===== src/rtl/alu_wavefront_ctrl.sv =====
// Clocked sequencer for a self-timed dual-rail ALU: encodes single-rail requests into
// DATA wavefronts, captures the completed result, then returns the ALU to all-NULL.
module alu_wavefront_ctrl #(
    parameter int unsigned W       = 4,
    parameter int unsigned TIMEOUT = 15
) (
    input  logic             clk,
    input  logic             rst_n,
    input  logic             req_valid,
    output logic             req_ready,
    input  logic [1:0]       req_op,
    input  logic [W-1:0]     req_a,
    input  logic [W-1:0]     req_b,
    output logic             rsp_valid,
    input  logic             rsp_ready,
    output logic [W-1:0]     rsp_result,
    output logic             rsp_neg,
    output logic             rsp_err,
    output logic [2*W-1:0]   dr_a,
    output logic [2*W-1:0]   dr_b,
    output logic [1:0]       dr_sel0,
    output logic [1:0]       dr_sel1,
    input  logic [2*W-1:0]   dr_result,
    input  logic [1:0]       dr_neg,
    output logic             fault
);

    localparam int unsigned NP = W + 1;
    localparam int unsigned RW = 2 * NP;
    localparam int unsigned TW = 8;
    localparam logic [TW-1:0] TMAX = TW'(TIMEOUT);

    typedef enum logic [1:0] {
        IDLE   = 2'd0,
        EVAL   = 2'd1,
        SPACER = 2'd2
    } state_t;

    function automatic logic [2*W-1:0] dr_enc(input logic [W-1:0] v);
        logic [2*W-1:0] e;
        e = '0;
        for (int unsigned i = 0; i < W; i++) begin
            e[2*i+1] = v[i];
            e[2*i]   = ~v[i];
        end
        return e;
    endfunction

    state_t        state;
    logic [TW-1:0] timer;
    logic          op_other;
    logic [RW-1:0] s1;
    logic [RW-1:0] s2;
    logic [RW-1:0] s3;

    logic          s2_illegal;
    logic          all_data;
    logic          all_null;
    logic [W-1:0]  s2_true;

    // Return path: two-flop synchronizer plus one history stage.
    always_ff @(posedge clk or negedge rst_n) begin
        if (!rst_n) begin
            s1 <= '0;
            s2 <= '0;
            s3 <= '0;
        end else begin
            s1 <= {dr_neg, dr_result};
            s2 <= s1;
            s3 <= s2;
        end
    end

    // Completion detection requires agreement of s2 and s3 so a wavefront is seen settled.
    always_comb begin
        s2_illegal = 1'b0;
        all_data   = 1'b1;
        all_null   = 1'b1;
        s2_true    = '0;
        for (int unsigned i = 0; i < NP; i++) begin
            if (s2[2*i+1] && s2[2*i]) s2_illegal = 1'b1;
            if (!(s2[2*i+1] ^ s2[2*i]) || !(s3[2*i+1] ^ s3[2*i])) all_data = 1'b0;
            if (s2[2*i+1] || s2[2*i] || s3[2*i+1] || s3[2*i]) all_null = 1'b0;
        end
        for (int unsigned i = 0; i < W; i++) begin
            s2_true[i] = s2[2*i+1];
        end
    end

    always_ff @(posedge clk or negedge rst_n) begin
        if (!rst_n) begin
            state      <= IDLE;
            timer      <= '0;
            op_other   <= 1'b0;
            req_ready  <= 1'b1;
            rsp_valid  <= 1'b0;
            rsp_result <= '0;
            rsp_neg    <= 1'b0;
            rsp_err    <= 1'b0;
            dr_a       <= '0;
            dr_b       <= '0;
            dr_sel0    <= 2'b00;
            dr_sel1    <= 2'b00;
            fault      <= 1'b0;
        end else begin
            if (rsp_valid && rsp_ready) rsp_valid <= 1'b0;
            case (state)
                IDLE: begin
                    if (req_valid && req_ready) begin
                        dr_a      <= dr_enc(req_a);
                        dr_b      <= dr_enc(req_b);
                        dr_sel0   <= {req_op[0], ~req_op[0]};
                        dr_sel1   <= {req_op[1], ~req_op[1]};
                        op_other  <= req_op[1];
                        timer     <= '0;
                        req_ready <= 1'b0;
                        state     <= EVAL;
                    end
                end
                EVAL: begin
                    if (s2_illegal || all_data || timer == TMAX) begin
                        if (!s2_illegal && all_data) begin
                            rsp_result <= s2_true;
                            rsp_neg    <= s2[RW-1] & ~op_other;
                            rsp_err    <= 1'b0;
                        end else begin
                            rsp_result <= '0;
                            rsp_neg    <= 1'b0;
                            rsp_err    <= 1'b1;
                        end
                        rsp_valid <= 1'b1;
                        dr_a      <= '0;
                        dr_b      <= '0;
                        dr_sel0   <= 2'b00;
                        dr_sel1   <= 2'b00;
                        timer     <= '0;
                        state     <= SPACER;
                    end else begin
                        timer <= timer + TW'(1);
                    end
                end
                SPACER: begin
                    // Never leave while the ALU is non-NULL; a stuck ALU parks here with fault set.
                    if (all_null && (!rsp_valid || rsp_ready)) begin
                        timer     <= '0;
                        req_ready <= 1'b1;
                        state     <= IDLE;
                    end else if (timer == TMAX) begin
                        if (!all_null) fault <= 1'b1;
                    end else begin
                        timer <= timer + TW'(1);
                    end
                end
                default: state <= IDLE;
            endcase
        end
    end

endmodule


===== config.mk =====
export PLATFORM = sky130hd
export DESIGN_NAME = alu_wavefront_ctrl
export DESIGN_NICKNAME = d
export VERILOG_FILES = /design/src/rtl/alu_wavefront_ctrl.sv
export SDC_FILE = /design/constraint.sdc
export NUM_CORES = 1
export LEC_CHECK = 0
export ABC_AREA = 1
export CAP_MARGIN = 20
export CORE_MARGIN = 4
export CORE_UTILIZATION = 40
export DETAILED_ROUTE_END_ITERATION = 12
export GPL_TIMING_DRIVEN = 0
export MAX_ROUTING_LAYER = met4
export PLACE_DENSITY = 0.69
export SYNTH_ARGS = -nofsm -noshare
export SYNTH_HDL_FRONTEND = slang
export SYNTH_SLANG_ARGS = --single-unit

===== constraint.sdc =====
create_clock -name clk -period 4.1 [get_ports clk]
set_input_delay 0.82 -clock clk [delete_from_list [all_inputs] [get_ports clk]]
set_output_delay 0.82 -clock clk [all_outputs]
set_load 0.1 [all_outputs]

Word-level counts from Yosys, hierarchy flattened
Index checks and enable logic that the tools add are counted.
{ "op_classes": {"muxes": 43, "addsub": 1, "reduce_logical": 55, "bitwise_logic": 24, "n_eq_ne": 7} }
{ "ops": {"columns": ["op", "n"], "rows": [
  ["$mux W8", 7],
  ["$pmux W8 S2", 2],
  ["$pmux W8 S3", 1],
  ["$logic_or A1 B1 Y1", 23],
  ["$mux W1", 22],
  ["$not A1 Y1", 13],
  ["$logic_not A1 Y1", 12],
  ["$mux W2", 6],
  ["$reduce_and A3 Y1", 4],
  ["$xor A1 B1 Y1", 10],
  ["$logic_and A1 B1 Y1", 9],
  ["$add A8 B1 Y8 const B", 1],
  ["$eq A8 B4 Y1 const B", 1],
  ["$pmux W2 S2", 2],
  ["$ne A2 B2 Y1 const B", 3],
  ["$pmux W2 S3", 1],
  ["$mux W4", 1],
  ["$reduce_and A2 Y1", 2],
  ["$reduce_and A4 Y1", 1],
  ["$reduce_bool A2 Y1", 2],
  ["$ne A3 B3 Y1 const B", 1],
  ["$reduce_bool A3 Y1", 1],
  ["$eq A2 B1 Y1 const B", 1],
  ["$eq A2 B2 Y1 const B", 1],
  ["other kinds (3)", 3]
]} }
{ "word_totals": {"register_bits": 70} }

Longest topological paths before layout
Gate-level depths: netlist of run 1.
{ "depth": {"word_depth": 12, "mapped_depth": 12, "mapped_depth_nobuf": 12} }

Worst setup path after synthesis of run 1
OpenSTA, ideal clock, no wires.
{ "synth_path": {"kind": "reg-to-output", "start": "register fault", "end": "output fault", "stages_incl_launch_ff": 1, "path_buffers": 0, "setup_slack_ps": 2381, "t_arrival_ps": 899, "path_cell_list": "dfrtp_1"} }
{ "synth_rtl": {"columns": ["item", "line", "text"], "rows": [
  ["start: declaration", "25", "output logic fault"],
  ["start signal: assignment", "104", "fault <= 1'b0;"],
  ["start signal: assignment", "149", "if (!all_null) fault <= 1'b1;"]
]} }
No word-level cell between the ends.

Worst setup path after layout of run 1
{ "layout_path": {"start": "register req_ready", "end": "output req_ready"} }
{ "layout_rtl": {"columns": ["item", "line", "text"], "rows": [
  ["start: declaration", "10", "output logic req_ready,"],
  ["start signal: assignment", "95", "req_ready <= 1'b1;"],
  ["start signal: assignment", "116", "req_ready <= 1'b0;"],
  ["start signal: assignment", "146", "req_ready <= 1'b1;"]
]} }
No word-level cell between the ends.

==> results_dict.tcl, run 1 <==
set metrics [dict create \
    ys_seq_area_share_pct 56.7 \
    intPower_uw 1010 \
    cp_slowest_stage_delay_ps 1160 \
    max_cap_viol_count 0 \
    die_h_um 95.9 \
    layout_commonest_cell "nand2_1" \
    cts_sinks 70 \
    gr-usage-all-layers_pct 14.5 \
    synth_top_area_share_pct 55.8 \
    port_buffers 52 \
    tightest_slew_ps 992 \
    netlist_instances 313 \
    numCtsBuffers 9 \
    cp_num_buf_inv 1 \
    drt_first_pass_iters 4 \
    syn_nets 352 \
    final_cell_area_mm2 0.00392 \
    start_util_pct 42.0 \
    via_count 2189 \
    grt_pass1_vias 2208 \
    avgSynthCellArea_um2 9.88 \
    critPathArrivalTime_ps 2070 \
    drcViolationCount 0 \
    synth_cell_type_count 24 \
    via_per_inst 4.56 \
    p_switching_uw 286 \
    antenna_found_initial 0 \
    post-dp-hpwl_mm 4.19 \
    h-tree-depth 3 \
    p_per_area_mw_per_mm2 330 \
    cts_setup_buffers 0 \
    yosysWarnings 0 \
    synth_ff_type "dfrtp_1" \
    crit_path_end_kind "primary output" \
    cts_buffer_depth 2 \
    rrSetupSlack_ps 2360 \
    async_flop_share_pct 100 \
    critPathKind "reg2out" \
    fmax_mhz 346 \
    seq_area_mm2 0.00175 \
    slowest_stage "clkdlybuf4s50_1" \
    critPathLaunchType "register" \
    rows 31 \
    cts-root-buf "clkbuf_8" \
    grt.overflow.total 0 \
    synthesis.area_mm2 0.00309 \
    hold_path.class "reg2reg" \
    cp_top_family "buffers and inverters" \
    p_leak_uw 0.00195 \
    ir_worst_vdd_v 0.000188 \
    wl_mm 5.82 \
    wl_per_cell_um 12.1 \
    setup-violations-final 0 \
    grt_max_degree 71 \
    coreArea_mm2 0.00737 \
    hold_slack_ps 348 \
    p_clk_share_pct 39.2 \
    synthTopCellsByArea "dfrtp_1, nand2_1, ha_1" \
    clk_latency_ps 340 \
    seqPwrFrac_pct 55.3 \
    fin_nets 415 \
    power_frac_comb_pct 5.5 \
    gp_congestion 0.853 \
    status "finished clean" \
    die_w_um 95.9 \
    grt_pass1_wl_mm 9.92 \
    final_cell_mix "nand2_1, dfrtp_1, clkdlybuf4s50_1, inv_1, o21ai_2" \
    grt_setup_unrepaired "false" \
    skew_ps 10.0 \
    clkTransAtPathRegs_ps 70 \
    swShare_pct 22.1 \
    relSlewSlack_pct 33.7 \
    cts_resized 0 \
    synth_edf_count 0 \
    multi_input_area_mm2 0.00116 \
    crit_chain "clkdlybuf4s50_1" \
    holdBufCountCts 0 \
    fin_crit_ps 2890 \
    crit_path_max_fanout 5 \
    drt_iter0_markers 140 \
    min_period_over_period_pct 70.5 \
    slew_viol_final 0 \
    synth-seq-cells 70 \
    cts_tree "yes" \
    area_growth_pct 26.8 \
    ant_nets 0 \
    dpl_cell_area_mm2 0.00373 \
    n_fill_cell 690 \
    crit_required_ps 3280 \
    drive_above_1_share_pct 16.0 \
    diodes 0 \
    die-area_mm2 0.00920 \
    yosys.area.top_type "dfrtp_1" \
    ioPinCount 53 \
    final_hold_viol_count 0 \
]
per-layer routing:
metal	wire length, um	global-route usage [%]	share of wire (%)
met2	2690	21.3	46
met4	143	7.94	2.5
met3	234	3.44	4.0
met1	2750	18.5	47
met5	0	-	0
area by class of cell:
type,count,share of cell area (%)
sequential,70,44.7
multi-input combinational,202,29.5
timing repair buffer,52,13.2
clock buffer,13,4.31
inverter,35,3.35
tap,99,3.16
buffer,6,1.34
clock inverter,3,0.447
synthesized netlist by cell type, types with 2 or more instances:
master    instances
xor2_1            6
nor3_1            3
nor2_1           18
o21ai_2          20
nand2_1          85
buf_6             4
clkbuf_1          2
nand3_2           3
o21ai_0           9
a21oi_1           6
dfrtp_1          69
or2_2            10
nand3_1          16
ha_1             15
nor2_2            4
inv_1            35
power by group through the flow:
stage	clock network, uW	logic [uW]	registers, uW
6_report	507	71.2	714
5_1_grt	559	81.9	716
4_1_cts	524	72.9	714
3_5_place_dp	0	72.6	727
3_3_place_gp	0	72.2	727
2_1_floorplan	0	30.6	725
worst paths after layout:
| kind | from | endpoint | depth (start not counted) |
|---|---|---|---|
| setup / recovery | req_ready | req_ready | 1 |
| hold / removal | s1[7] | s2[7] | 0 |
| setup reg to reg | s2[7] | timer[3] | 11 |
| hold reg to reg | s1[7] | s2[7] | 0 |
| max in group asynchronous | rst_n | rsp_neg | 1 |
| min in group asynchronous | rst_n | s3[0] | 1 |
state kept, by name, indices dropped and copies added, names as in the netlist:
register	count
timer	8
rsp_valid	1
req_ready	1
s1	10
s2	10
rsp_neg	1
dr_a	8
op_other	1
dr_sel0	2
fault	1
rsp_err	1
dr_b	8
dr_sel1	2
s3	10
rsp_result	4
state	2
worst register-to-register path: stages, from the launching register on:
cell,delay [ps]
dfrtp_1,370
inv_1,80
ha_1,270
nand2_1,50
nor2_1,130
nand2_1,70
nor2_1,80
nand2_1,80
nand3_2,100
nand2_1,200
nand3_1,160
nand2_1,50
kinds of logic (layout without fill, tap and decap cells):
kind of cell               count (synthesis)  count (layout)  synth area share, %
buffers and inverters                     41             109                 5.95
adders and majority gates                 15              15                 6.07
xor gates and xnor gates                   6               6                 1.70
DFF                                       70              70                 56.7
and+or+nand+nor                          144             144                 21.0
AOI/OAI and AO/OA                         37              37                 8.58
per-stage QoR:
stage	TNS, ps	total power [uW]	setup slack (ps)	instances	util [%]
finish	0	1290	1210	480	53.2
global route	0	1360	1170	480	53.2
CTS	0	1310	1180	480	53.2
detailed placement	0	800	1570	464	50.7
global placement	-6380	799	-95.3	464	50.7
floorplan	0	756	2380	313	-
Note: power is estimated with default switching activity, not from simulation.
==> run 2, diff against run 1 <==
Clock period 4.1 ns to 3 ns, I/O delays scaled along.
==> results of run 2 <==
The final DEF is identical to that of run 1. Status: finished clean.
Main changes from that run: setup slack after placement 1570 ps -> 687 ps; setup slack after layout 1210 ps -> 329 ps; register-to-register setup slack 2360 ps -> 1260 ps; total power 1290 uW -> 1770 uW; worst IR drop on VDD 0.000188 V -> 0.000257 V
==> run 3, diff against run 2 <==
--- a/config.mk
+++ b/config.mk
@@ -8,5 +8,4 @@
 export ABC_AREA = 1
 export CAP_MARGIN = 20
-export CORE_MARGIN = 4
 export CORE_UTILIZATION = 40
 export DETAILED_ROUTE_END_ITERATION = 12
==> constraint.sdc (replaced) <==
create_clock -name clk -period 3 [get_ports clk]
set_input_delay 0.6 -clock clk [delete_from_list [all_inputs] [get_ports clk]]
set_output_delay 0.6 -clock clk [all_outputs]
set_load 0.01 [all_outputs]
==> results_dict.tcl, run 3 (synthesis results as in run 1) <==
set metrics [dict create \
    grt_max_degree 71 \
    final_cell_area_mm2 0.00391 \
    via_per_inst 4.57 \
    seqPwrFrac_pct 56.1 \
    relSlewSlack_pct 44.0 \
    rrSetupSlack_ps 1200 \
    die_h_um 89.9 \
    ir_worst_vdd_v 0.000318 \
    drt_first_pass_iters 4 \
    wl_mm 5.72 \
    fin_crit_ps 2060 \
    slowest_stage "dfstp_2" \
    p_switching_uw 426 \
    gr-usage-all-layers_pct 16.3 \
    rows 31 \
    crit_chain "clkdlybuf4s50_1" \
    cts_resized 0 \
    wl_per_cell_um 11.9 \
    grt_pass1_wl_mm 10.1 \
    r2r_end "timer[6]" \
    max_cap_viol_count 0 \
    r2r_cells 11 \
    skew_ps 11.6 \
    critPathArrivalTime_ps 1460 \
    cp_top_family "flip-flops" \
    drive_above_1_share_pct 16.0 \
    coreArea_mm2 0.00737 \
    setup-violations-final 0 \
    crit_required_ps 2400 \
    min_period_over_period_pct 68.5 \
    port_buffers 52 \
    final_cell_mix "nand2_1, dfrtp_1, clkdlybuf4s50_1, inv_1, o21ai_2" \
    slew_viol_final 0 \
    dpl_cell_area_mm2 0.00373 \
    intPower_uw 1310 \
    instances_no_fill 480 \
    clk_latency_ps 340 \
    whs_endpoint "s2[5]" \
    hold_slack_ps 343 \
    cp_num_buf_inv 1 \
    h-tree-depth 3 \
    drcViolationCount 0 \
    cp_slowest_stage_delay_ps 570 \
    cts_setup_buffers 0 \
    clkTransAtPathRegs_ps 80 \
    drt_iter0_markers 121 \
    ioPinCount 53 \
    hold_depth 0 \
    post-dp-hpwl_mm 4.00 \
    final_hold_viol_count 0 \
    gp_congestion 0.868 \
    start_util_pct 42.0 \
    final_core_util_pct 53.0 \
    cts_sinks 70 \
    grt.overflow.total 0 \
    crit_path_max_fanout 5 \
    antenna_found_initial 0 \
    reg_top3 "s1 (10), s2 (10), s3 (10)" \
    hold_path.class "reg2reg" \
    cts-root-buf "clkbuf_8" \
    place_inst 464 \
    fin_nets 415 \
    power_frac_comb_pct 5.6 \
    die_w_um 89.9 \
    grt_setup_unrepaired "false" \
    cts_buffer_depth 2 \
    ant_nets 0 \
    grt_pass1_vias 2195 \
    holdBufCountCts 0 \
    tightest_slew_ps 841 \
    swShare_pct 24.5 \
    diodes 0 \
    numCtsBuffers 9 \
    critPathLaunch "req_ready" \
    status "finished clean" \
    area_growth_pct 26.4 \
    critPathKind "reg2out" \
    p_per_area_mw_per_mm2 445 \
    cts_tree "yes" \
    p_clk_share_pct 38.3 \
    fmax_mhz 486 \
    power_uw 1740 \
    critPathLaunchType "register" \
    via_count 2192 \
    min_from "s1[5]" \
    die-area_mm2 0.00809 \
    rr_startpoint "s2[5]" \
    p_leak_uw 0.00193 \
    layout_commonest_cell "nand2_1" \
    crit_path_end_kind "primary output" \
]
run 3: area by class of cell:
class                   count  area, um2
multi-input cells         202       1160
well taps                  99        124
clock inverters             6       46.3
repair buffers             52        518
fillers                   668       3460
plain buffers               6       52.6
flip-flops and latches     70       1750
clock buffers              10        128
inverters                  35        131
run 3: through the flow:
step                setup WS (ps)  setup TNS, ps
floorplan                    1470              0
global placement            -1020         -70420
detailed placement           1060              0
CTS                           919              0
global route                  874              0
finish                        944              0
run 3: how the worst max path moves through the flow:
stage                 to  depth (start not counted)  slack [ps]
2_1_floorplan    dr_a[0]                         12        1470
3_3_place_gp    timer[3]                          1       -1020
3_5_place_dp    timer[1]                          9        1060
4_1_cts        req_ready                          1         920
5_1_grt        req_ready                          1         870
6_report       req_ready                          1         940
run 3: power by group through the flow:
stage	Sequential, uW	Combinational (uW)	Clock (uW)
after floorplan	991	41.8	0
after global placement	994	98.7	0
after detailed placement	994	99.6	0
after CTS	976	100	690
after global routing	977	115	730
final	975	97.6	666
run 3: metal layers:
metal | GRT usage (%) | part of all wire [%] | wire length [um]
met1 | 20.5 | 47 | 2670
met2 | 24.6 | 46 | 2650
met3 | 3.81 | 5.2 | 295
met4 | 8.47 | 1.7 | 95
met5 | - | 0 | 0
